--- src/rtl/unit_riesgos_idex_pkg.sv ---
// Shared definitions for the ID-stage hazard unit and ID/EX register.
package unit_riesgos_idex_pkg;

  // Default register index width and drain depth (pipeline stages behind ID).
  localparam int BITS_REGS_DEF    = 5;
  localparam int DRAIN_CYCLES_DEF = 4;

  // Pipeline control states.
  typedef enum logic [1:0] {
    ST_RUN    = 2'b00,
    ST_DRAIN  = 2'b01,
    ST_HALTED = 2'b10
  } state_e;

  // Bubble value for every control bit of the ID/EX register.
  localparam logic CTRL_BUBBLE = 1'b0;

  // Width needed to hold a count from 0 to n-1 (never narrower than 1 bit).
  function automatic int cnt_width(input int n);
    if (n > 1) begin
      return $clog2(n);
    end else begin
      return 1;
    end
  endfunction

endpackage

--- src/rtl/unit_riesgos_idex_hazard_compare.sv ---
// Combinational hazard detection: load-use against EX, and branch operands
// against the producers in EX and MEM. Register r0 never matches.
module unit_riesgos_idex_hazard_compare #(
  parameter int BITS_REGS = 5
) (
  input  logic [BITS_REGS-1:0] i_id_rs,
  input  logic [BITS_REGS-1:0] i_id_rt,
  input  logic                 i_id_uses_rt,
  input  logic                 i_id_branch,
  input  logic [BITS_REGS-1:0] i_ex_rd,
  input  logic                 i_ex_reg_write,
  input  logic                 i_ex_mem_read,
  input  logic [BITS_REGS-1:0] i_mem_rd,
  input  logic                 i_mem_mem_read,
  output logic                 o_load_use,
  output logic                 o_br_haz
);

  // A producer index "hits" a consumer index only when both match and the
  // producer is not r0 (writes to r0 are discarded, so nothing waits on them).
  function automatic logic hit(input logic [BITS_REGS-1:0] prod,
                               input logic [BITS_REGS-1:0] cons);
    return (prod != {BITS_REGS{1'b0}}) && (prod == cons);
  endfunction

  logic ex_hit_rs_s;
  logic ex_hit_rt_s;
  logic mem_hit_s;

  // Operand match decode and the two hazard terms.
  always_comb begin
    ex_hit_rs_s = hit(i_ex_rd, i_id_rs);
    ex_hit_rt_s = hit(i_ex_rd, i_id_rt);
    mem_hit_s   = hit(i_mem_rd, i_id_rs) | hit(i_mem_rd, i_id_rt);

    o_load_use  = i_ex_mem_read & (ex_hit_rs_s | (i_id_uses_rt & ex_hit_rt_s));

    // The branch compares in ID, so it needs both operands: an ALU result
    // still in EX, or a load still in MEM, forces a wait.
    o_br_haz    = i_id_branch &
                  ((i_ex_reg_write & (ex_hit_rs_s | ex_hit_rt_s)) |
                   (i_mem_mem_read & mem_hit_s));
  end

endmodule

--- src/rtl/unit_riesgos_idex.sv ---
// ID-stage hazard control and ID/EX pipeline register. Stalls PC and IF/ID,
// injects bubbles into ID/EX, flushes IF/ID on taken branches and drains the
// pipeline when a HALT leaves ID.
module unit_riesgos_idex
  import unit_riesgos_idex_pkg::*;
#(
  parameter int BITS_REGS    = BITS_REGS_DEF,
  parameter int DRAIN_CYCLES = DRAIN_CYCLES_DEF
) (
  input  logic                 i_clk,
  input  logic                 i_reset,
  input  logic                 i_enable,
  input  logic [BITS_REGS-1:0] i_id_rs,
  input  logic [BITS_REGS-1:0] i_id_rt,
  input  logic [BITS_REGS-1:0] i_id_rd,
  input  logic                 i_id_uses_rt,
  input  logic                 i_id_reg_write,
  input  logic                 i_id_mem_read,
  input  logic                 i_id_branch,
  input  logic                 i_branch_taken,
  input  logic                 i_id_halt,
  input  logic [BITS_REGS-1:0] i_mem_rd,
  input  logic                 i_mem_mem_read,
  input  logic                 i_resume,
  output logic                 o_pc_write,
  output logic                 o_ifid_write,
  output logic                 o_ifid_flush,
  output logic [BITS_REGS-1:0] o_ex_rs,
  output logic [BITS_REGS-1:0] o_ex_rt,
  output logic [BITS_REGS-1:0] o_ex_rd,
  output logic                 o_ex_reg_write,
  output logic                 o_ex_mem_read,
  output logic                 o_halted
);

  localparam int               CNT_W    = cnt_width(DRAIN_CYCLES);
  localparam logic [CNT_W-1:0] CNT_LOAD = CNT_W'(DRAIN_CYCLES - 1);
  localparam logic [CNT_W-1:0] CNT_ZERO = {CNT_W{1'b0}};
  localparam logic [CNT_W-1:0] CNT_ONE  = CNT_W'(1);
  localparam logic [BITS_REGS-1:0] REG_ZERO = {BITS_REGS{1'b0}};

  // ID/EX register contents.
  logic [BITS_REGS-1:0] ex_rs_q, ex_rs_d;
  logic [BITS_REGS-1:0] ex_rt_q, ex_rt_d;
  logic [BITS_REGS-1:0] ex_rd_q, ex_rd_d;
  logic                 ex_reg_write_q, ex_reg_write_d;
  logic                 ex_mem_read_q, ex_mem_read_d;

  // Control state and drain countdown.
  state_e               state_q, state_d;
  logic [CNT_W-1:0]     cnt_q, cnt_d;

  logic                 load_use_s;
  logic                 br_haz_s;
  logic                 stall_s;

  unit_riesgos_idex_hazard_compare #(
    .BITS_REGS (BITS_REGS)
  ) u_hazard_compare (
    .i_id_rs        (i_id_rs),
    .i_id_rt        (i_id_rt),
    .i_id_uses_rt   (i_id_uses_rt),
    .i_id_branch    (i_id_branch),
    .i_ex_rd        (ex_rd_q),
    .i_ex_reg_write (ex_reg_write_q),
    .i_ex_mem_read  (ex_mem_read_q),
    .i_mem_rd       (i_mem_rd),
    .i_mem_mem_read (i_mem_mem_read),
    .o_load_use     (load_use_s),
    .o_br_haz       (br_haz_s)
  );

  // Hazards only matter while instructions are actually flowing.
  assign stall_s = (state_q == ST_RUN) & (load_use_s | br_haz_s);

  // Next-state: FSM transitions, drain countdown and ID/EX capture or bubble.
  always_comb begin
    state_d        = state_q;
    cnt_d          = cnt_q;
    ex_rs_d        = REG_ZERO;
    ex_rt_d        = REG_ZERO;
    ex_rd_d        = REG_ZERO;
    ex_reg_write_d = CTRL_BUBBLE;
    ex_mem_read_d  = CTRL_BUBBLE;
    case (state_q)
      ST_RUN: begin
        if (stall_s) begin
          // Bubble only; a HALT in ID waits here until the stall clears.
          state_d = ST_RUN;
        end else if (i_id_halt) begin
          // HALT itself enters ID/EX as a bubble.
          state_d = ST_DRAIN;
          cnt_d   = CNT_LOAD;
        end else begin
          ex_rs_d        = i_id_rs;
          ex_rt_d        = i_id_rt;
          ex_rd_d        = i_id_rd;
          ex_reg_write_d = i_id_reg_write;
          ex_mem_read_d  = i_id_mem_read;
        end
      end
      ST_DRAIN: begin
        if (cnt_q == CNT_ZERO) begin
          state_d = ST_HALTED;
        end else begin
          cnt_d = cnt_q - CNT_ONE;
        end
      end
      ST_HALTED: begin
        if (i_resume) begin
          state_d = ST_RUN;
        end else begin
          state_d = ST_HALTED;
        end
      end
      default: begin
        state_d = ST_RUN;
        cnt_d   = CNT_ZERO;
      end
    endcase
  end

  // State registers; i_enable low freezes everything.
  always_ff @(posedge i_clk or posedge i_reset) begin
    if (i_reset) begin
      state_q        <= ST_RUN;
      cnt_q          <= CNT_ZERO;
      ex_rs_q        <= REG_ZERO;
      ex_rt_q        <= REG_ZERO;
      ex_rd_q        <= REG_ZERO;
      ex_reg_write_q <= 1'b0;
      ex_mem_read_q  <= 1'b0;
    end else if (i_enable) begin
      state_q        <= state_d;
      cnt_q          <= cnt_d;
      ex_rs_q        <= ex_rs_d;
      ex_rt_q        <= ex_rt_d;
      ex_rd_q        <= ex_rd_d;
      ex_reg_write_q <= ex_reg_write_d;
      ex_mem_read_q  <= ex_mem_read_d;
    end
  end

  // Front-end control decode from the current state and hazard status.
  always_comb begin
    o_pc_write   = 1'b0;
    o_ifid_write = 1'b0;
    o_ifid_flush = 1'b0;
    o_halted     = 1'b0;
    case (state_q)
      ST_RUN: begin
        o_pc_write   = ~stall_s;
        o_ifid_write = ~stall_s;
        // Stall wins: the branch re-resolves once its operands are ready.
        o_ifid_flush = i_branch_taken & ~stall_s;
      end
      ST_DRAIN: begin
        o_halted = 1'b0;
      end
      ST_HALTED: begin
        o_halted = 1'b1;
      end
      default: begin
        o_halted = 1'b0;
      end
    endcase
  end

  assign o_ex_rs        = ex_rs_q;
  assign o_ex_rt        = ex_rt_q;
  assign o_ex_rd        = ex_rd_q;
  assign o_ex_reg_write = ex_reg_write_q;
  assign o_ex_mem_read  = ex_mem_read_q;

endmodule

--- config.mk ---
export PLATFORM = sky130hd
export DESIGN_NAME = unit_riesgos_idex
export DESIGN_NICKNAME = d
export VERILOG_FILES = /design/src/rtl/unit_riesgos_idex_pkg.sv /design/src/rtl/unit_riesgos_idex_hazard_compare.sv /design/src/rtl/unit_riesgos_idex.sv
export SDC_FILE = /design/constraint.sdc
export NUM_CORES = 1
export LEC_CHECK = 0
export BUFFER_PORTS_ARGS = -buffer_cell sky130_fd_sc_hd__clkbuf_2
export CORE_MARGIN = 2
export CORE_UTILIZATION = 50
export CTS_BUF_LIST = sky130_fd_sc_hd__clkbuf_2
export DETAILED_ROUTE_END_ITERATION = 6
export MAX_ROUTING_LAYER = met4
export PLACE_DENSITY = 0.84
export SKIP_CTS_REPAIR_TIMING = 1
export SLEW_MARGIN = 20
export SYNTH_ARGS = -nofsm -noshare
export SYNTH_HDL_FRONTEND = slang
export SYNTH_HIERARCHICAL = 1
export SYNTH_SLANG_ARGS = --single-unit
--- constraint.sdc ---
create_clock -name i_clk -period 6.24 [get_ports i_clk]
set_input_delay 0.936 -clock i_clk [delete_from_list [all_inputs] [get_ports i_clk]]
set_output_delay 0.936 -clock i_clk [all_outputs]
set_load 0.005 [all_outputs]
==> results of run 1 <==
[area by class of cell]
cell class	instances	share of cell area (%)
multi-input cells	75	40.7
flip-flops and latches	21	36.3
inverters	6	1.56
repair buffers	51	17.6
clock buffers	4	1.38
well taps	28	2.42
[routing by layer]
layer,vias up,part of all wire [%]
met1,499,41
met2,49,50
met4,0,2.6
li1,493,-
met5,-,0
met3,8,6.8
[final timing paths]
kind | to | cells after the start
max in group asynchronous | o_ex_rs[0] | 2
min in group asynchronous | o_ex_rs[3] | 2
hold / removal | cnt_q[1] | 1
hold reg to reg | cnt_q[1] | 1
setup / recovery | o_ifid_flush | 8
setup reg to reg | o_ex_rd[4] | 6
[Yosys cell counts]
cell type,n
nor3_4,1
buf_4,1
o31ai_1,1
nor3_1,4
nor2_1,3
buf_6,2
o21ai_0,3
nand2_1,4
and2_1,1
a31oi_1,1
dfrtp_1,21
o22ai_1,1
clkinv_1,1
inv_1,5
ha_1,1
o211ai_2,1
nand3_1,3
nor4_1,1
or4_1,2
or4_4,2
a21o_1,1
clkbuf_1,1
a32oi_1,1
a211o_1,1
xnor2_1,11
a22o_2,8
o211ai_1,2
o21bai_1,1
nor2b_1,1
a21oi_1,1
a22o_1,9
nand3b_1,1
xor2_1,9
[report_power, final]
group,internal [uW],total (uW),switching [uW]
registers,168,202,34.4
clock network,17.0,57.7,40.8
logic,91.9,174,82.0
[through the flow]
stage	worst slack, ns	utilization, %	hold slack (ns)
after floorplan	2.86	-	0.459
after global placement	2.62	64.5	0.470
after detailed placement	2.57	64.5	0.489
after CTS	2.57	65.4	0.528
after global routing	2.49	65.4	0.546
final	2.57	65.4	0.522
[flip-flops by register name, indices dropped and copies added, names as in the netlist]
register and cells:
o_ex_rt 5, o_ex_mem_read 1, cnt_q 2, state_q 2, o_ex_reg_write 1, o_ex_rd 5, o_ex_rs 5
[kinds of logic after synthesis]
family	count (synthesis)	share of synthesized area, %
fa+ha+maj	1	1.07
simple gates	23	12.1
flops	21	44.9
compound gates	31	22.1
xor+xnor	20	15.0
buf+inv	10	4.81
==> results_dict.tcl, run 1 <==
set metrics [dict create \
    holdCritPathClass "reg -> reg" \
    antenna_found_initial 0 \
    mostFrequentLayoutCells "clkbuf_2, dfrtp_1, xnor2_1" \
    syn_nets 138 \
    dr.pass1.iters 4 \
    drive_gt1_share_pct 42.7 \
    io_pins 52 \
    crit_arrival_ns 2.73 \
    core_mm2 0.00221 \
    crit_path_start_kind "input port" \
    fin_area_mm2 0.00145 \
    cts_tree "done" \
    worstPathMaxFanout 3 \
    final-hold-violation-count 0 \
    skew_ns 0.0191 \
    grt_pass1_vias 934 \
    initialDrtViolationCount 25 \
    crit_start "i_mem_rd[1]" \
    die_w_um 52.4 \
    critical-path-top-delay-family "simple AND/OR/NAND/NOR gates" \
    grt_pass1_wl_um 4320 \
    die_area_mm2 0.00274 \
    cts-root-buf "clkbuf_2" \
    mostFrequentLayoutCell "clkbuf_2" \
    drt-total-wl_um 2820 \
    dp_hpwl_um 2250 \
    path_buf_inv 3 \
    synth_area_mm2 0.00117 \
    cellLeakagePower_uw 0.000746 \
    grt_setup_unrepaired "no" \
    multi_input_area_um2 588 \
    worstMarginPinSlew_ns 0.779 \
    routed_via_density 5.67 \
    finalSetupViolations 0 \
    synth_area_leaders "dfrtp_1, xnor2_1, a22o_2" \
    rrSetupSlack_ns 3.58 \
    worstSetupEndpointType "output pin" \
    clk_latency_ns 0.32 \
    cp_common_cell "clkbuf_2" \
    regArea_um2 526 \
    required_ns 5.30 \
    finalPower_uw 434 \
    fin_crit_sh_pct 58.8 \
    grt_busiest_layer "met2" \
    drc_errors 0 \
    drtAntennaViolNets 0 \
    ys_ff_latch 21 \
    fp.dieH_um 52.4 \
    initial_utilization_pct 52.9 \
    syn-instance-count 106 \
    row_count 17 \
    nFillCells 188 \
    crit_path_max_incr_delay_ns 0.55 \
    r2r-start "o_ex_rd[1]" \
    wire_per_inst_um 15.3 \
    placed_area_mm2 0.00143 \
    track_usage_pct 22.3 \
    ir_worst_vdd_uv 205 \
    synth_area_per_cell_um2 11.0 \
    yosysTopAreaCell "dfrtp_1" \
    path_class "in -> out" \
    numCtsBuffers 3 \
    max_slew_margin_pct 48.0 \
    htreeDepth 1 \
    diodes 0 \
    ys_seq_area_share_pct 44.9 \
    grt_max_degree 22 \
    min_from "cnt_q[1]" \
    grt_use_met2_pct 34.2 \
    critPathSlowestCell "or4_1" \
    gp_congestion 0.941 \
    drv_cap 0 \
    yosysTopAreaCellShare_pct 44.9 \
    grt_overflow 0 \
    path_clk_slew_ns 0.18 \
    met3_usage_pct 3.14 \
    fin_tns_setup_ns 0 \
    fmax_mhz 273 \
    num-nets-final 190 \
    dp_cells 181 \
    synth.distinct_cells 33 \
    vias 1049 \
    run_status "finished clean" \
    global_route.usage.met1_pct 28.6 \
    fin_cells 185 \
    fin_crit_ns 3.67 \
    cts_num_sinks 21 \
    powerDensity_mw_per_mm2 300 \
    slew_viol_final 0 \
    syn2layout_area_growth_pct 23.6 \
    synth_warnings 6 \
    clk_path_buf_depth 2 \
    io_buffers 51 \
    path_cells "clkbuf_2, or4_1, o211ai_1, o22ai_1, or4_4, inv_1, and2_1, clkbuf_2" \
]
No activity file was read; power rests on OpenSTA's default activity.
==> run 2, diff against run 1 <==
--- a/config.mk
+++ b/config.mk
@@ -7,11 +7,11 @@
 export LEC_CHECK = 0
 export BUFFER_PORTS_ARGS = -buffer_cell sky130_fd_sc_hd__clkbuf_2
 export CORE_MARGIN = 2
-export CORE_UTILIZATION = 50
+export CORE_UTILIZATION = 48
 export CTS_BUF_LIST = sky130_fd_sc_hd__clkbuf_2
 export DETAILED_ROUTE_END_ITERATION = 6
 export MAX_ROUTING_LAYER = met4
-export PLACE_DENSITY = 0.84
+export PLACE_DENSITY = 0.81
 export SKIP_CTS_REPAIR_TIMING = 1
 export SLEW_MARGIN = 20
 export SYNTH_ARGS = -nofsm -noshare
==> constraint.sdc (replaced) <==
create_clock -name i_clk -period 3.6 [get_ports i_clk]
set_input_delay 0.54 -clock i_clk [delete_from_list [all_inputs] [get_ports i_clk]]
set_output_delay 0.54 -clock i_clk [all_outputs]
set_load 0.005 [all_outputs]
==> run 2 against run 1 <==
Compared with the run above: wire length up 0.21%; sequential share of layout area unchanged; global-route usage down 0.41 points; via count up 0.76%; critical endpoint unchanged; utilization down 1.2 points; worst setup slack worse by 2.0 ns; first-iteration DRC count down 28%; sequential power up 74%; highest routed layer unchanged; largest power group unchanged.
==> results_dict.tcl, run 2 (synthesis results as in run 1) <==
set metrics [dict create \
    ir_worst_vdd_uv 313 \
    worstPathMaxFanout 5 \
    initialDrtViolationCount 18 \
    required_ns 3.06 \
    num-nets-final 190 \
    reg2reg_depth 6 \
    finalSetupViolations 0 \
    slew_viol_final 0 \
    die_w_um 53.4 \
    antenna_found_initial 0 \
    grt_pass1_vias 947 \
    grt_max_degree 22 \
    diodes 0 \
    finalPower_uw 745 \
    drt-total-wl_um 2830 \
    htreeDepth 1 \
    holdCritPathClass "in -> async" \
    io_pins 52 \
    path_class "reg -> out" \
    wire_per_inst_um 15.3 \
    die_area_mm2 0.00285 \
    path_clk_slew_ns 0.21 \
    cts_tree "done" \
    mostFrequentLayoutCells "clkbuf_2, dfrtp_1, xnor2_1" \
    r2r-start "o_ex_rd[1]" \
    vias 1057 \
    row_count 17 \
    skew_ns 0.0133 \
    critPathSlowestCell "or4_4" \
    fin_tns_setup_ns 0 \
    final-hold-violation-count 0 \
    crit_path_start_kind "flop" \
    run_status "finished clean" \
    dp_hpwl_um 2210 \
    r2r_end "o_ex_rs[0]" \
    io_buffers 51 \
    fp.dieH_um 53.4 \
    gp_congestion 0.903 \
    regArea_um2 526 \
    grt_overflow 0 \
    cts_num_sinks 21 \
    drtAntennaViolNets 0 \
    max_slew_margin_pct 47.9 \
    fin_crit_ns 3.06 \
    drive_gt1_share_pct 42.7 \
    syn2layout_area_growth_pct 23.6 \
    fin_crit_sh_pct 85.1 \
    drv_cap 0 \
    cp_common_cell "or4_4" \
    path_buf_inv 2 \
    multi_input_area_um2 588 \
    nFillCells 204 \
    initial_utilization_pct 51.9 \
    grt_setup_unrepaired "no" \
    cellLeakagePower_uw 0.000746 \
    dr.pass1.iters 4 \
    routed_via_density 5.71 \
    rrSetupSlack_ns 0.92 \
    grt_pass1_wl_um 4320 \
    powerDensity_mw_per_mm2 515 \
    track_usage_pct 21.9 \
    crit_arrival_ns 2.52 \
    numCtsBuffers 3 \
    fmax_mhz 327 \
    path_cells "or4_4, o211ai_2, o22ai_1, or4_4, inv_1, and2_1, clkbuf_2" \
    worstMarginPinSlew_ns 0.781 \
    crit_path_max_incr_delay_ns 0.56 \
    mostFrequentLayoutCell "clkbuf_2" \
    core_mm2 0.00225 \
    clk_latency_ns 0.32 \
    worstSetupEndpointType "output pin" \
    drc_errors 0 \
    cts-root-buf "clkbuf_2" \
    critical-path-top-delay-family "simple AND/OR/NAND/NOR gates" \
    clk_path_buf_depth 2 \
]
==> run 2: cell count changes in the layout (fill, tap and decap cells not counted) <==
| cell | previous run | this run |
|---|---|---|
| clkbuf_2 | 55 | 54 |
| clkinv_2 | 0 | 1 |
==> run 2: cell type report <==
| class | instances | share of cell area [%] |
|---|---|---|
| Clock buffer | 3 | 1.04 |
| Clock inverter | 1 | 0.346 |
| Inverter | 6 | 1.56 |
| Multi-Input combinational cell | 75 | 40.7 |
| Sequential cell | 21 | 36.3 |
| Tap cell | 28 | 2.42 |
| Timing Repair Buffer | 51 | 17.6 |
==> run 2: worst max-delay path by stage <==
stage / startpoint / endpoint / slack, ns / depth (start not counted)
finish: o_ex_rd[1] / o_ifid_flush / 0.54 / 7
global route: o_ex_rd[1] / o_ifid_flush / 0.44 / 7
CTS: o_ex_rd[1] / o_ifid_flush / 0.55 / 7
detailed placement: i_mem_rd[1] / o_ifid_flush / 0.73 / 8
global placement: i_mem_rd[1] / o_ifid_flush / 0.78 / 8
floorplan: i_mem_rd[1] / o_ifid_flush / 1.01 / 6
==> run 2: where the power goes <==
group	internal [uW]	leakage, uW	switching, uW
Combinational	159	0.000452	138
Clock	25.2	0.0000164	72.0
Sequential	291	0.000278	60.0
Total	475	0.000746	270
==> run 2: per-layer routing <==
layer | up-vias | GRT usage (%) | part of all wire, %
met2 | 37 | 33.5 | 49
met1 | 520 | 29.1 | 44
met5 | - | - | 0
met4 | 0 | 8.97 | 0.88
met3 | 4 | 2.82 | 5.3
li1 | 496 | - | -
==> run 2: through the flow <==
stage / hold slack [ns] / instance area [um2] / utilization [%] / cells / setup WS, ns
floorplan: 0.459 / 1170 / - / 106 / 1.01
global placement: 0.471 / 1430 / 63.3 / 181 / 0.778
detailed placement: 0.483 / 1430 / 63.3 / 181 / 0.731
CTS: 0.316 / 1450 / 64.2 / 185 / 0.545
global route: 0.338 / 1450 / 64.2 / 185 / 0.435
finish: 0.300 / 1450 / 64.2 / 185 / 0.538
==> run 3, diff against run 2 <==
--- a/config.mk
+++ b/config.mk
@@ -6,12 +6,14 @@
 export NUM_CORES = 1
 export LEC_CHECK = 0
 export BUFFER_PORTS_ARGS = -buffer_cell sky130_fd_sc_hd__clkbuf_2
-export CORE_MARGIN = 2
-export CORE_UTILIZATION = 48
+export CELL_PAD_IN_SITES_DETAIL_PLACEMENT = 1
+export CELL_PAD_IN_SITES_GLOBAL_PLACEMENT = 1
+export CORE_MARGIN = 4
+export CORE_UTILIZATION = 36
 export CTS_BUF_LIST = sky130_fd_sc_hd__clkbuf_2
 export DETAILED_ROUTE_END_ITERATION = 6
 export MAX_ROUTING_LAYER = met4
-export PLACE_DENSITY = 0.81
+export PLACE_DENSITY_LB_ADDON = 0.1
 export SKIP_CTS_REPAIR_TIMING = 1
 export SLEW_MARGIN = 20
 export SYNTH_ARGS = -nofsm -noshare
==> run 3 against run 2 <==
Compared with the run above: worst setup slack gained 0.011 ns; sequential power is essentially flat; utilization shrank 17 points; die area grew 48%; power grew 0.31%; cell count grew 8.6%; cell area grew 1.4%; largest power group unchanged; combinational power is essentially flat; flip-flop and latch count is the same; critical path depth is the same; hold slack gained 0.012 ns; count of clock-buffer cells in the layout grew 1.
==> results_dict.tcl, run 3 (synthesis results as in run 1) <==
set metrics [dict create \
    skew_ns 0.00228 \
    drv_cap 0 \
    io_buffers 51 \
    cp_common_cell "or4_4" \
    fmax_mhz 328 \
    finalSetupViolations 0 \
    nFillCells 374 \
    drc_errors 0 \
    dr.pass1.iters 4 \
    fin_crit_sh_pct 84.8 \
    crit_path_max_incr_delay_ns 0.57 \
    grt_setup_unrepaired "no" \
    fin_cells 201 \
    ir_worst_vdd_uv 198 \
    path_cells "or4_4, o211ai_2, o22ai_1, or4_4, inv_1, and2_1, clkbuf_2" \
    r2r_end "o_ex_rt[4]" \
    num-nets-final 190 \
    run_status "finished clean" \
    path_class "reg -> out" \
    fp.dieH_um 65.0 \
    slew_viol_final 0 \
    htreeDepth 1 \
    fin_tns_setup_ns 0 \
    routed_via_density 5.05 \
    track_usage_pct 16.1 \
    rrSetupSlack_ns 0.91 \
    critical-path-top-delay-family "simple AND/OR/NAND/NOR gates" \
    cellLeakagePower_uw 0.000746 \
    io_pins 52 \
    grt_max_degree 22 \
    powerDensity_mw_per_mm2 510 \
    mostFrequentLayoutCell "clkbuf_2" \
    die_area_mm2 0.00423 \
    mostFrequentLayoutCells "clkbuf_2, dfrtp_1, xnor2_1" \
    drive_gt1_share_pct 42.7 \
    drt-total-wl_um 3020 \
    vias 1015 \
    finalPower_uw 747 \
    crit_arrival_ns 2.51 \
    path_clk_slew_ns 0.20 \
    row_count 20 \
    diodes 0 \
    final-hold-violation-count 0 \
    cts_num_sinks 21 \
    die_w_um 65.0 \
    place_ws_ns 0.748 \
    grt_pass1_vias 1050 \
    antenna_found_initial 0 \
    clk_path_buf_depth 2 \
    syn2layout_area_growth_pct 25.3 \
    layout_setup_ws_ns 0.549 \
    cts_tree "done" \
    holdCritPathClass "in -> async" \
    crit_path_start_kind "flop" \
    worstPathMaxFanout 5 \
    clk_latency_ns 0.31 \
    numCtsBuffers 3 \
    r2r-start "o_ex_rd[1]" \
    gp_congestion 0.769 \
    grt_pass1_wl_um 5100 \
    wire_per_inst_um 15.0 \
    max_slew_margin_pct 48.2 \
    required_ns 3.06 \
    core_mm2 0.00308 \
    drtAntennaViolNets 0 \
    initial_utilization_pct 38.0 \
    dp_hpwl_um 2440 \
    path_buf_inv 2 \
    cts-root-buf "clkbuf_2" \
    dp_cells 197 \
    initialDrtViolationCount 35 \
    worstMarginPinSlew_ns 0.776 \
    critPathSlowestCell "or4_4" \
    reg2reg_depth 6 \
    fin_crit_ns 3.05 \
    worstSetupEndpointType "output pin" \
    grt_overflow 0 \
]
[run 3: cell count changes in the layout (fill, tap and decap cells not counted), sizes merged]
cell / delta
clkinv: -1
clkbuf: +1
[run 3: through the flow]
stage / area, um2 / hold slack, ns / util, %
floorplan: 1170 / 0.459 / -
global placement: 1450 / 0.473 / 47.0
detailed placement: 1450 / 0.479 / 47.0
CTS: 1470 / 0.329 / 47.6
global route: 1470 / 0.364 / 47.6
finish: 1470 / 0.313 / 47.6
[run 3: cell type report]
cell class	instances	area [um2]	area share, %
multi-input combinational	75	588	40.1
sequential	21	526	35.8
timing repair buffer	51	255	17.4
tap	44	55.1	3.75
inverter	6	22.5	1.54
clock buffer	4	20.0	1.37
[run 3: worst max path at each step]
stage                           start           end  slack, ns  depth (start not counted)
after global routing       o_ex_rd[1]  o_ifid_flush       0.36                          7
after detailed placement  i_mem_rd[1]  o_ifid_flush       0.75                          8
final                      o_ex_rd[1]  o_ifid_flush       0.55                          7
after floorplan           i_mem_rd[1]  o_ifid_flush       1.01                          6
after CTS                  o_ex_rd[1]  o_ifid_flush       0.51                          7
after global placement    i_mem_rd[1]  o_ifid_flush       0.74                          8
[run 3: metal layers]
layer	vias to the layer above	wire length (um)	GRT usage, %
met5	-	0	-
met2	26	1410	24.9
li1	492	-	-
met4	0	17	4.75
met3	2	148	2.95
met1	495	1440	21.6
[run 3: power by group]
| part | leakage [uW] | switching (uW) | internal [uW] |
|---|---|---|---|
| combinational | 0.000452 | 138 | 159 |
| clock | 0.0000166 | 70.2 | 29.4 |
| sequential | 0.000278 | 60.4 | 291 |
